==> src/rtl/bit_serializer_pkg.sv <==
// Shared types and helpers for the bit serializer.
// Holds the FSM state encoding and the bit-counter width function.
// The PARITY state only exists when BIT_SERIALIZER_PARITY_EN is defined.
package bit_ser_pkg;

`ifdef BIT_SERIALIZER_PARITY_EN
    typedef enum logic [1:0] {
        IDLE   = 2'd0,
        SHIFT  = 2'd1,
        PARITY = 2'd2
    } state_t;
`else
    typedef enum logic [1:0] {
        IDLE   = 2'd0,
        SHIFT  = 2'd1
    } state_t;
`endif

    // Counter wide enough to hold 0..width
    function automatic int cnt_width(input int width);
        return $clog2(width + 1);
    endfunction

endpackage

==> src/rtl/bit_serializer_if.sv <==
// Word-in / bit-out bus of the bit serializer.
// Carries no logic, so it adds no latency.
// Backpressure is din_ready, driven by the slave (the serializer).
interface bit_serializer_if #(
    parameter int WIDTH = 8
) ();
    logic [WIDTH-1:0] din;
    logic             din_valid;
    logic             din_ready;
    logic             ser_out;
    logic             ser_valid;
    logic             busy;

    // Producer / observer side
    modport master (
        output din, din_valid,
        input  din_ready, ser_out, ser_valid, busy
    );

    // Serializer side
    modport slave (
        input  din, din_valid,
        output din_ready, ser_out, ser_valid, busy
    );
endinterface

==> src/rtl/bit_serializer.sv <==
// Parallel-to-serial converter: WIDTH-bit words out one bit per clk on ser_out (optional even parity via BIT_SERIALIZER_PARITY_EN).
// Latency: word accepted at edge k puts its first bit on ser_out in the cycle after edge k; no gaps between chained words.
// Backpressure: din_ready is high only in IDLE and in the final bit slot of a frame; din_valid is ignored otherwise.
module bit_serializer
    import bit_ser_pkg::*;
#(
    parameter int WIDTH     = 8,
    parameter bit MSB_FIRST = 1'b1,
    parameter bit IDLE_LVL  = 1'b0
) (
    input  logic             clk,
    input  logic             rst_n,
    bit_serializer_if.slave  bus
);

    localparam int             CW   = cnt_width(WIDTH);
    localparam logic [CW-1:0]  LAST = CW'(WIDTH - 1);

    state_t           state;
    logic [CW-1:0]    cnt;        // index of the data bit currently on ser_out
    logic [WIDTH-1:0] shreg;      // remaining bits, next one at the outgoing end
    logic             ser_out_q;
    logic             ser_valid_q;
`ifdef BIT_SERIALIZER_PARITY_EN
    logic             par_q;      // even parity of the word in flight
`endif

    logic             in_rdy;
    logic             accept;
    logic             first_bit;
    logic             next_bit;
    logic [WIDTH-1:0] load_sh;
    logic [WIDTH-1:0] next_sh;

    // Ready in IDLE or in the last slot of the frame, so chained words need no bubble
    always_comb begin
`ifdef BIT_SERIALIZER_PARITY_EN
        in_rdy = (state == IDLE) || (state == PARITY);
`else
        in_rdy = (state == IDLE) || ((state == SHIFT) && (cnt == LAST));
`endif
        accept    = bus.din_valid && in_rdy;
        first_bit = MSB_FIRST ? bus.din[WIDTH-1] : bus.din[0];
        load_sh   = MSB_FIRST ? (bus.din << 1) : (bus.din >> 1);
        next_bit  = MSB_FIRST ? shreg[WIDTH-1] : shreg[0];
        next_sh   = MSB_FIRST ? (shreg << 1) : (shreg >> 1);
    end

    // FSM, shift register, counter and registered serial outputs
    always_ff @(posedge clk or negedge rst_n) begin
        if (!rst_n) begin
            state       <= IDLE;
            cnt         <= '0;
            shreg       <= '0;
            ser_out_q   <= IDLE_LVL;
            ser_valid_q <= 1'b0;
`ifdef BIT_SERIALIZER_PARITY_EN
            par_q       <= 1'b0;
`endif
        end else if (accept) begin
            // Load a new word; its first bit goes straight to the output register
            state       <= SHIFT;
            cnt         <= '0;
            shreg       <= load_sh;
            ser_out_q   <= first_bit;
            ser_valid_q <= 1'b1;
`ifdef BIT_SERIALIZER_PARITY_EN
            par_q       <= ^bus.din;
`endif
        end else begin
            case (state)
                SHIFT: begin
                    if (cnt != LAST) begin
                        cnt       <= cnt + 1'b1;
                        shreg     <= next_sh;
                        ser_out_q <= next_bit;
                    end else begin
`ifdef BIT_SERIALIZER_PARITY_EN
                        state     <= PARITY;
                        ser_out_q <= par_q;
`else
                        state       <= IDLE;
                        ser_out_q   <= IDLE_LVL;
                        ser_valid_q <= 1'b0;
`endif
                    end
                end
                default: begin
                    state       <= IDLE;
                    ser_out_q   <= IDLE_LVL;
                    ser_valid_q <= 1'b0;
                end
            endcase
        end
    end

    assign bus.din_ready = in_rdy;
    assign bus.ser_out   = ser_out_q;
    assign bus.ser_valid = ser_valid_q;
    assign bus.busy      = (state != IDLE);

endmodule
==> src/flat_wrapper.sv <==
// flat-port wrapper written by rule: the top's interface ports become plain ports
module bit_serializer_flat import bit_ser_pkg::*;
#(
    parameter int WIDTH     = 8,
    parameter bit MSB_FIRST = 1'b1,
    parameter bit IDLE_LVL  = 1'b0
)
  (clk, rst_n, bus_din, bus_din_valid, bus_din_ready, bus_ser_out, bus_ser_valid, bus_busy);
  bit_serializer_if #(.WIDTH(WIDTH)) bus_i ();
  input  logic clk;
  input  logic rst_n;
  input wire logic [$bits(bus_i.din)-1:0] bus_din;
  input wire logic [$bits(bus_i.din_valid)-1:0] bus_din_valid;
  output wire logic [$bits(bus_i.din_ready)-1:0] bus_din_ready;
  output wire logic [$bits(bus_i.ser_out)-1:0] bus_ser_out;
  output wire logic [$bits(bus_i.ser_valid)-1:0] bus_ser_valid;
  output wire logic [$bits(bus_i.busy)-1:0] bus_busy;
  assign bus_i.din = bus_din;
  assign bus_i.din_valid = bus_din_valid;
  assign bus_din_ready = bus_i.din_ready;
  assign bus_ser_out = bus_i.ser_out;
  assign bus_ser_valid = bus_i.ser_valid;
  assign bus_busy = bus_i.busy;
  bit_serializer #(.WIDTH(WIDTH), .MSB_FIRST(MSB_FIRST), .IDLE_LVL(IDLE_LVL)) u_core (.clk(clk), .rst_n(rst_n), .bus(bus_i));
endmodule
==> config.mk <==
export PLATFORM = sky130hd
export DESIGN_NAME = bit_serializer_flat
export DESIGN_NICKNAME = d
export VERILOG_FILES = /design/src/rtl/bit_serializer_pkg.sv /design/src/rtl/bit_serializer_if.sv /design/src/rtl/bit_serializer.sv /design/src/flat_wrapper.sv
export SDC_FILE = /design/constraint.sdc
export NUM_CORES = 1
export LEC_CHECK = 0
export ABC_AREA = 1
export CAP_MARGIN = 0
export CELL_PAD_IN_SITES_DETAIL_PLACEMENT = 0
export CELL_PAD_IN_SITES_GLOBAL_PLACEMENT = 1
export CORE_UTILIZATION = 35
export CTS_BUF_LIST = sky130_fd_sc_hd__clkbuf_4
export CTS_CLUSTER_SIZE = 8
export DETAILED_ROUTE_END_ITERATION = 8
export PLACE_DENSITY_LB_ADDON = 0.1
export SYNTH_ARGS = -nofsm -noshare
export SYNTH_HDL_FRONTEND = slang
export SYNTH_SLANG_ARGS = --single-unit
export TNS_END_PERCENT = 100
==> constraint.sdc <==
create_clock -name clk -period 1.65 [get_ports clk]
set_clock_uncertainty 0.1 [all_clocks]
set_input_delay 0.165 -clock clk [delete_from_list [all_inputs] [get_ports clk]]
set_output_delay 0.165 -clock clk [all_outputs]
set_load 0.005 [all_outputs]
==> results of run 1 <==
cell type report:
cell class / instances / area, um^2
Inverter: 3 / 11.3
Clock buffer: 4 / 30.0
Tap cell: 25 / 31.3
Multi-Input combinational cell: 53 / 292
Fill cell: 177 / 880
Timing Repair Buffer: 19 / 176
Sequential cell: 13 / 325
timing repair:
| item | CTS | global route |
|---|---|---|
| buffers inserted | 2 | 0 |
| pin swaps | 0 | 0 |
| setup endpoints to repair | 1 | 1 |
| gates resized for setup | 1 | 2 |
state kept, by name, indices dropped and copies added, names as in the netlist:
signal,flops
u_core.state,1
u_core.shreg,7
u_core.cnt,4
u_core.bus.ser_out,1
power groups by stage:
stage | Combinational, mW | Sequential (mW) | Clock (mW)
5_1_grt | 0.659 | 0.539 | 0.255
3_5_place_dp | 0.544 | 0.537 | 0
4_1_cts | 0.585 | 0.519 | 0.234
3_3_place_gp | 0.540 | 0.530 | 0
2_1_floorplan | 0.417 | 0.515 | 0
6_report | 0.592 | 0.525 | 0.227
worst max-delay path by stage:
stage | startpoint | endpoint | slack (ns) | cells after the start
2_1_floorplan | u_core.cnt[0] | u_core.shreg[4] | 0.37 | 6
3_3_place_gp | u_core.cnt[0] | bus_din_ready | 0.08 | 4
3_5_place_dp | u_core.cnt[0] | bus_din_ready | 0.07 | 4
4_1_cts | u_core.cnt[0] | bus_din_ready | 0.06 | 4
5_1_grt | u_core.state[0] | bus_ser_valid | 0.005 | 1
6_report | u_core.state[0] | bus_busy | 0.09 | 1
synthesized netlist by cell type:
library cell,number
nor2_4,1
buf_6,1
nand2_2,2
nand3_1,10
buf_2,1
ha_1,1
nor2_1,3
nand2_4,2
inv_1,3
o21ai_1,1
or2_0,1
buf_4,2
nand4_1,12
nand2_1,19
o21bai_1,1
dfrtp_1,13
logic make-up (layout without fill, tap and decap cells):
kind of cell,Yosys count,count (layout),synth area share (%)
simple gates,50,50,39.8
flops,13,13,49.8
buf+inv,7,26,6.51
compound gates,2,2,1.92
fa+ha+maj,1,1,1.92
per-layer routing:
metal,share of wire [%],wire [um],global-route usage (%)
met1,49,706,20.3
met2,47,677,24.6
met3,3.9,56,2.40
met4,0.69,10,10.9
met5,0,0,0
through the flow:
stage | hold WS, ns | area, um^2 | util (%) | power [mW] | worst slack, ns
after floorplan | -0.231 | 653 | - | 0.933 | 0.373
after global placement | 0.361 | 816 | 46.7 | 1.07 | 0.0829
after detailed placement | 0.370 | 816 | 46.7 | 1.08 | 0.0683
after CTS | 0.0979 | 860 | 49.2 | 1.34 | 0.0587
after global routing | 0.101 | 866 | 49.6 | 1.45 | 0.00480
final | 0.0925 | 866 | 49.6 | 1.34 | 0.0884
==> flow_metrics.py, run 1 <==
metrics = {
    "outcome": {
        "status": "finished clean",
    },
    "worst_setup_path": {
        "reg2reg_depth": 7,
        "critPathSlowestCell": "clkdlybuf4s50_1",
        "cp_max_fo": 5,
        "crit_buf_inv": 1,
        "max_stage_delay_ns": 0.54,
        "critPathTopFamily": "buffers and inverters",
        "r2r_setup_slack_ns": 0.27,
        "critPathLaunchType": "flop",
        "crit_chain": "clkdlybuf4s50_1",
        "path_class": "reg2out",
        "arrival_ns": 1.30,
        "worstSetupEndpointType": "output pin",
        "worstReg2RegStart": "u_core.cnt[0]",
        "required_ns": 1.38,
        "timing.rr.end": "u_core.cnt[2]",
    },
    "yosys": {
        "avgSynthCellArea_um2": 8.95,
        "synth-seq-area-share_pct": 49.8,
        "syn_area_um2": 653,
        "syn_inst": 73,
        "synth_nets": 85,
        "synth_area_leader_cell": "dfrtp_1",
        "synth_area_leaders": "dfrtp_1 (50%), nand4_1 (11%), nand2_1 (11%), nand3_1 (7.7%), nand2_4 (3.4%)",
        "ys_types": 16,
        "yosysWarnings": 0,
        "synth_top_cell_area_share_pct": 49.8,
        "synth_seq_cells": 13,
    },
    "die": {
        "io_pins": 15,
        "die_area_um2": 2040,
        "rows": 15,
        "die_h_um": 45.2,
        "initial_utilization_pct": 37.4,
        "chipWidth_um": 45.2,
        "core_area_um2": 1750,
    },
    "global_routing": {
        "grt.total_usage_pct": 15.9,
        "gr-total-overflow": 0,
        "grt_pass1_wl_um": 2220,
        "grt_max_degree": 17,
        "grt_pass1_vias": 518,
        "grt_antenna_before_repair": 0,
    },
    "power": {
        "power_switching_uw": 546,
        "clockPowerShare_pct": 16.9,
        "p_leak_nw": 0.412,
        "internal_power_uw": 797,
        "p_per_area_nw_per_um2": 1550,
        "ir_drop_v": 0.000713,
        "seq_power_share_pct": 39.0,
        "comb_power_share_pct": 44.1,
        "swShare_pct": 40.7,
    },
    "layout": {
        "drive_gt1_share_pct": 17.4,
        "synthToLayoutAreaGrowth_pct": 32.6,
        "diodes": 0,
        "final_common_cell": "nand2_1",
        "fin_cells": 117,
        "layout_common_cells": "nand2_1 (19), clkdlybuf4s50_1 (13), dfrtp_1 (13)",
        "fin_nets": 105,
    },
    "drt": {
        "drt_iter0_drc": 5,
        "route.detailed.drc": 0,
        "wirelength_um": 1450,
        "antenna_left": 0,
        "dr_total_vias": 574,
        "avgRoutedWirePerCell_um": 12.4,
        "avgViaCountPerCell": 4.91,
        "firstDrtPassIters": 4,
    },
    "clocking": {
        "clock_latency_ns": 0.28,
        "postCtsHoldBufs": 0,
        "cts_max_level": 1,
        "cts_tree": "done",
        "clk_path_buf_depth": 2,
        "path_clk_slew_ns": 0.09,
        "clkSinkCount": 13,
        "numCtsBuffers": 3,
        "cts_root_buf": "clkbuf_4",
    },
    "placement": {
        "io_buffers": 14,
        "gp_congestion": 0.693,
        "dp_cells": 111,
        "place_hpwl_um": 982,
    },
    "sta": {
        "slew_headroom_pct": 78.7,
        "setup_viol": 0,
        "rsz0062_at_grt": "no",
        "tightest_slew_ns": 0.318,
        "maxSlewViolCount": 0,
        "hold_violations": 0,
        "max_freq_mhz": 640,
        "period_share_pct": 94.6,
        "min_period_ns": 1.56,
        "tns_ns": 0,
    },
    "min_path": {
        "min-delay-path-class": "in2async",
    },
    "flow_run": {
        "max_cap_violations": 0,
    },
}
Power figures use the tool's default switching activity.
==> run 2: changes to the inputs <==
--- a/config.mk
+++ b/config.mk
@@ -14,6 +14,7 @@
 export CTS_CLUSTER_SIZE = 8
 export DETAILED_ROUTE_END_ITERATION = 8
 export PLACE_DENSITY_LB_ADDON = 0.1
+export RECOVER_POWER = 50
 export SYNTH_ARGS = -nofsm -noshare
 export SYNTH_HDL_FRONTEND = slang
 export SYNTH_SLANG_ARGS = --single-unit
==> run 2 against run 1 <==
Sequential share of layout area increased by 0.27 points. Largest power group unchanged. Critical path depth increased by 4. Combinational power decreased by 1%. Power decreased by 0.83%. Maximum frequency increased by 0.57%. Critical path type is now reg2reg. Register-to-register slack got worse by 0.17 ns. Die area unchanged.
==> flow_metrics.py, run 2 (synthesis results as in run 1) <==
metrics = {
    "sta": {
        "setup_viol": 0,
        "hold_violations": 0,
        "rsz0062_at_grt": "no",
        "max_freq_mhz": 644,
        "tightest_slew_ns": 0.740,
        "fin_ws_ns": 0.0972,
        "maxSlewViolCount": 0,
        "min_period_ns": 1.55,
        "hold_ws_ns": 0.337,
        "slew_headroom_pct": 50.7,
        "period_share_pct": 94.1,
        "tns_ns": 0,
    },
    "clocking": {
        "cts_root_buf": "clkbuf_4",
        "clkSinkCount": 13,
        "cts_max_level": 1,
        "numCtsBuffers": 3,
        "postCtsHoldBufs": 0,
        "path_clk_slew_ns": 0.09,
        "cts_tree": "done",
        "clk_path_buf_depth": 2,
        "clock_latency_ns": 0.28,
    },
    "min_path": {
        "min-delay-path-class": "in2reg",
        "hold_depth": 3,
        "min_from": "bus_din[7]",
        "min_to": "u_core.bus.ser_out",
    },
    "worst_setup_path": {
        "max_stage_delay_ns": 0.46,
        "r2r_setup_slack_ns": 0.1,
        "critPathSlowestCell": "dfrtp_1",
        "worstSetupEndpointType": "flop",
        "critPathLaunchType": "flop",
        "cp_max_fo": 15,
        "required_ns": 1.77,
        "timing.rr.end": "u_core.cnt[2]",
        "worstReg2RegStart": "u_core.state[0]",
        "crit_buf_inv": 0,
        "crit_chain": "nand2_1 -> nand2_4 -> nor2_4 -> nand2_1 -> nand2_1",
        "path_class": "reg2reg",
        "arrival_ns": 1.67,
        "path_common_cell": "nand2_1",
        "critPathTopFamily": "simple AND/OR/NAND/NOR gates",
        "reg2reg_depth": 5,
    },
    "drt": {
        "avgRoutedWirePerCell_um": 12.4,
        "avgViaCountPerCell": 4.95,
        "dr_total_vias": 579,
        "wirelength_um": 1450,
        "antenna_left": 0,
        "drt_iter0_drc": 5,
        "route.detailed.drc": 0,
        "firstDrtPassIters": 2,
    },
    "placement": {
        "dp_slack_ns": 0.0683,
        "place_hpwl_um": 982,
        "placed_cell_area_um2": 816,
        "io_buffers": 14,
        "gp_congestion": 0.693,
    },
    "die": {
        "die_area_um2": 2040,
        "io_pins": 15,
        "core_area_um2": 1750,
        "chipWidth_um": 45.2,
        "rows": 15,
        "die_h_um": 45.2,
        "initial_utilization_pct": 37.4,
    },
    "global_routing": {
        "grtUsageMet1_pct": 20.3,
        "grt_max_degree": 17,
        "grtUsageMet3_pct": 2.40,
        "grt_pass1_vias": 518,
        "grt.total_usage_pct": 15.9,
        "gr-total-overflow": 0,
        "met2_usage_pct": 24.6,
        "busiest_layer": "met2",
        "grt_pass1_wl_um": 2220,
        "grt_antenna_before_repair": 0,
    },
    "layout": {
        "regMostFlops": "u_core.shreg",
        "drive_gt1_share_pct": 15.2,
        "diodes": 0,
        "fin_nets": 105,
        "synthToLayoutAreaGrowth_pct": 31.6,
        "layout_common_cells": "nand2_1 (20), dfrtp_1 (13), nand4_1 (12), clkdlybuf4s50_1 (12), nand3_1 (10)",
        "multi_input_area_um2": 289,
        "largest_register_ffs": 7,
        "seq_area_um2": 325,
        "final_common_cell": "nand2_1",
        "top_regs": "u_core.shreg x7, u_core.cnt x4",
        "final_area_um2": 860,
        "post-route-util_pct": 49.2,
        "n_fill_cell": 177,
    },
    "flow_run": {
        "max_cap_violations": 0,
    },
    "power": {
        "ir_drop_v": 0.000692,
        "p_leak_nw": 0.408,
        "p_per_area_nw_per_um2": 1550,
    },
    "outcome": {
        "status": "finished clean",
    },
}
## run 2: cell type report
type / count / area share, %
flip-flops and latches: 13 / 37.8
multi-input cells: 53 / 33.6
repair buffers: 19 / 20.1
well taps: 25 / 3.64
clock buffers: 4 / 3.49
inverters: 3 / 1.31
## run 2: worst max path at each step
stage,startpoint,to,slack (ns),cells past startpoint
floorplan,u_core.cnt[0],u_core.shreg[4],0.37,6
global placement,u_core.cnt[0],bus_din_ready,0.08,4
detailed placement,u_core.cnt[0],bus_din_ready,0.07,4
CTS,u_core.cnt[0],bus_din_ready,0.06,4
global route,u_core.cnt[1],bus_din_ready,0.01,4
finish,u_core.state[0],u_core.cnt[2],0.1,5
## run 2: stage by stage
step	std cells	total power [mW]
global placement	111	1.07
floorplan	73	0.933
CTS	117	1.34
detailed placement	111	1.08
global route	117	1.45
finish	117	1.33
## run 2: where the power goes
part           internal (mW)  total, mW  switching, mW
registers              0.438      0.520         0.0824
logic                  0.244      0.586          0.342
clock network          0.110      0.226          0.116
## run 2: worst register-to-register path, stage by stage, from the launching register on
cell     delay (ns)
dfrtp_1        0.46
nand2_1        0.44
nand2_4        0.19
nor2_4         0.17
nand2_1        0.07
nand2_1        0.06
## run 2: timing repair
item,4_1_cts,5_1_grt
setup buffers,2,0
resized for setup,1,2
gates cloned,0,0
endpoints found under the setup margin,1,1
## run 2: metal layers
metal | vias up | part of all wire, % | wire, um
li1 | 289 | - | -
met1 | 278 | 48 | 702
met2 | 10 | 47 | 683
met3 | 2 | 3.5 | 51
met4 | 0 | 0.69 | 10
met5 | - | 0 | 0
==> run 3: changes to the inputs <==
--- a/config.mk
+++ b/config.mk
@@ -15,6 +15,7 @@
 export DETAILED_ROUTE_END_ITERATION = 8
 export PLACE_DENSITY_LB_ADDON = 0.1
 export RECOVER_POWER = 50
+export REMOVE_ABC_BUFFERS = 1
 export SYNTH_ARGS = -nofsm -noshare
 export SYNTH_HDL_FRONTEND = slang
 export SYNTH_SLANG_ARGS = --single-unit
==> run 3 against run 2 <==
Register-to-register slack better by 0.07 ns. Sequential share of layout area shrank 0.11 points. Count of clock-buffer cells in the layout did not move. Critical path type is now reg2out. Largest power group unchanged. Critical path depth shrank 1. Setup slack got worse by 0.0019 ns. Maximum frequency shrank 0.12%.
==> flow_metrics.py, run 3 (synthesis results as in run 1) <==
metrics = {
    "outcome": {
        "status": "finished clean",
    },
    "layout": {
        "diodes": 0,
        "layout_common_cells": "nand2_1 (19), dfrtp_1 (13), nand4_1 (12), clkdlybuf4s50_1 (12), nand3_1 (10)",
        "top_regs": "u_core.shreg x7, u_core.cnt x4",
        "drive_gt1_share_pct": 16.1,
        "regMostFlops": "u_core.shreg",
        "final_common_cell": "nand2_1",
        "largest_register_ffs": 7,
        "final_area_um2": 862,
        "fin_nets": 106,
        "synthToLayoutAreaGrowth_pct": 32.0,
    },
    "clocking": {
        "cts_root_buf": "clkbuf_4",
        "cts_max_level": 1,
        "clkSinkCount": 13,
        "clk_path_buf_depth": 2,
        "postCtsHoldBufs": 0,
        "cts_tree": "done",
        "clock_latency_ns": 0.27,
        "numCtsBuffers": 3,
        "path_clk_slew_ns": 0.08,
    },
    "worst_setup_path": {
        "arrival_ns": 1.29,
        "path_class": "reg2out",
        "cp_max_fo": 2,
        "required_ns": 1.38,
        "worstSetupEndpointType": "output pin",
        "critPathLaunchType": "flop",
    },
    "sta": {
        "hold_violations": 0,
        "rsz0062_at_grt": "no",
        "setup_viol": 0,
        "tns_ns": 0,
        "min_period_ns": 1.55,
        "maxSlewViolCount": 0,
        "tightest_slew_ns": 0.745,
        "slew_headroom_pct": 50.3,
        "period_share_pct": 94.2,
        "hold_ws_ns": 0.349,
        "fin_ws_ns": 0.0953,
        "max_freq_mhz": 643,
    },
    "drt": {
        "wirelength_um": 1420,
        "drt_iter0_drc": 3,
        "antenna_left": 0,
        "route.detailed.drc": 0,
        "avgViaCountPerCell": 4.83,
        "dr_total_vias": 570,
        "avgRoutedWirePerCell_um": 12.0,
        "firstDrtPassIters": 3,
    },
    "die": {
        "chipWidth_um": 45.2,
        "die_area_um2": 2040,
        "rows": 15,
        "core_area_um2": 1750,
        "die_h_um": 45.2,
        "initial_utilization_pct": 37.4,
        "io_pins": 15,
    },
    "placement": {
        "gp_congestion": 0.671,
        "io_buffers": 14,
        "place_hpwl_um": 999,
        "placed_cell_area_um2": 823,
        "dp_slack_ns": 0.0515,
    },
    "global_routing": {
        "grt_max_degree": 17,
        "grt.total_usage_pct": 16.5,
        "grt_antenna_before_repair": 0,
        "grt_pass1_vias": 511,
        "grt_pass1_wl_um": 2330,
        "gr-total-overflow": 0,
    },
    "power": {
        "p_per_area_nw_per_um2": 1520,
        "p_leak_nw": 0.414,
        "ir_drop_v": 0.000583,
    },
    "min_path": {
        "min-delay-path-class": "in2reg",
    },
    "flow_run": {
        "max_cap_violations": 0,
    },
}
-- run 3: critical path, cell delays in order, from the launching register on --
cell and delay (ns):
dfrtp_1 0.39, ha_1 0.22, nand2_2 0.08, o21ai_2 0.06, dlygate4sd2_1 0.26
-- run 3: area by class of cell --
class,instances,area [um^2]
fill,193,883
sequential,13,325
multi-input combinational,53,284
timing repair buffer,20,180
tap,25,31.3
clock buffer,4,30.0
inverter,3,11.3
-- run 3: final timing paths --
| path | end | cells past startpoint | slack [ns] | start |
|---|---|---|---|---|
| max in group asynchronous | u_core.shreg[4] | 2 | 0.63 | rst_n |
| min in group asynchronous | u_core.cnt[2] | 2 | 0.36 | rst_n |
| max | bus_din_ready | 4 | 0.1 | u_core.cnt[0] |
| min | u_core.bus.ser_out | 3 | 0.35 | bus_din[7] |
| max reg2reg | u_core.shreg[1] | 7 | 0.17 | u_core.cnt[0] |
| min reg2reg | u_core.shreg[1] | 2 | 0.39 | u_core.shreg[1] |
-- run 3: where the power goes --
part,leakage [nW],switching [mW],total (mW),internal [mW]
registers,0.165,0.0790,0.517,0.438
logic,0.231,0.333,0.576,0.242
clock network,0.0184,0.107,0.217,0.110
total,0.414,0.519,1.31,0.790
-- run 3: through the flow --
stage | utilization, % | std cells | power [mW]
after CTS | 50.0 | 118 | 1.35
final | 49.4 | 118 | 1.31
after floorplan | - | 69 | 0.873
after detailed placement | 47.2 | 112 | 1.09
after global routing | 49.4 | 118 | 1.43
after global placement | 47.2 | 112 | 1.07
-- run 3: timing repair --
item,4_1_cts,5_1_grt
hold endpoints to repair,0,0
setup endpoints to repair,1,0
gates resized for setup,3,0
buffers inserted,2,0
-- run 3: routing by layer --
layer / wire length, um / track usage [%] / up-vias
met3: 33 / 2.40 / 2
met5: 0 / 0 / -
met1: 713 / 21.8 / 268
li1: - / - / 292
met4: 12 / 10.9 / 0
met2: 661 / 24.9 / 8
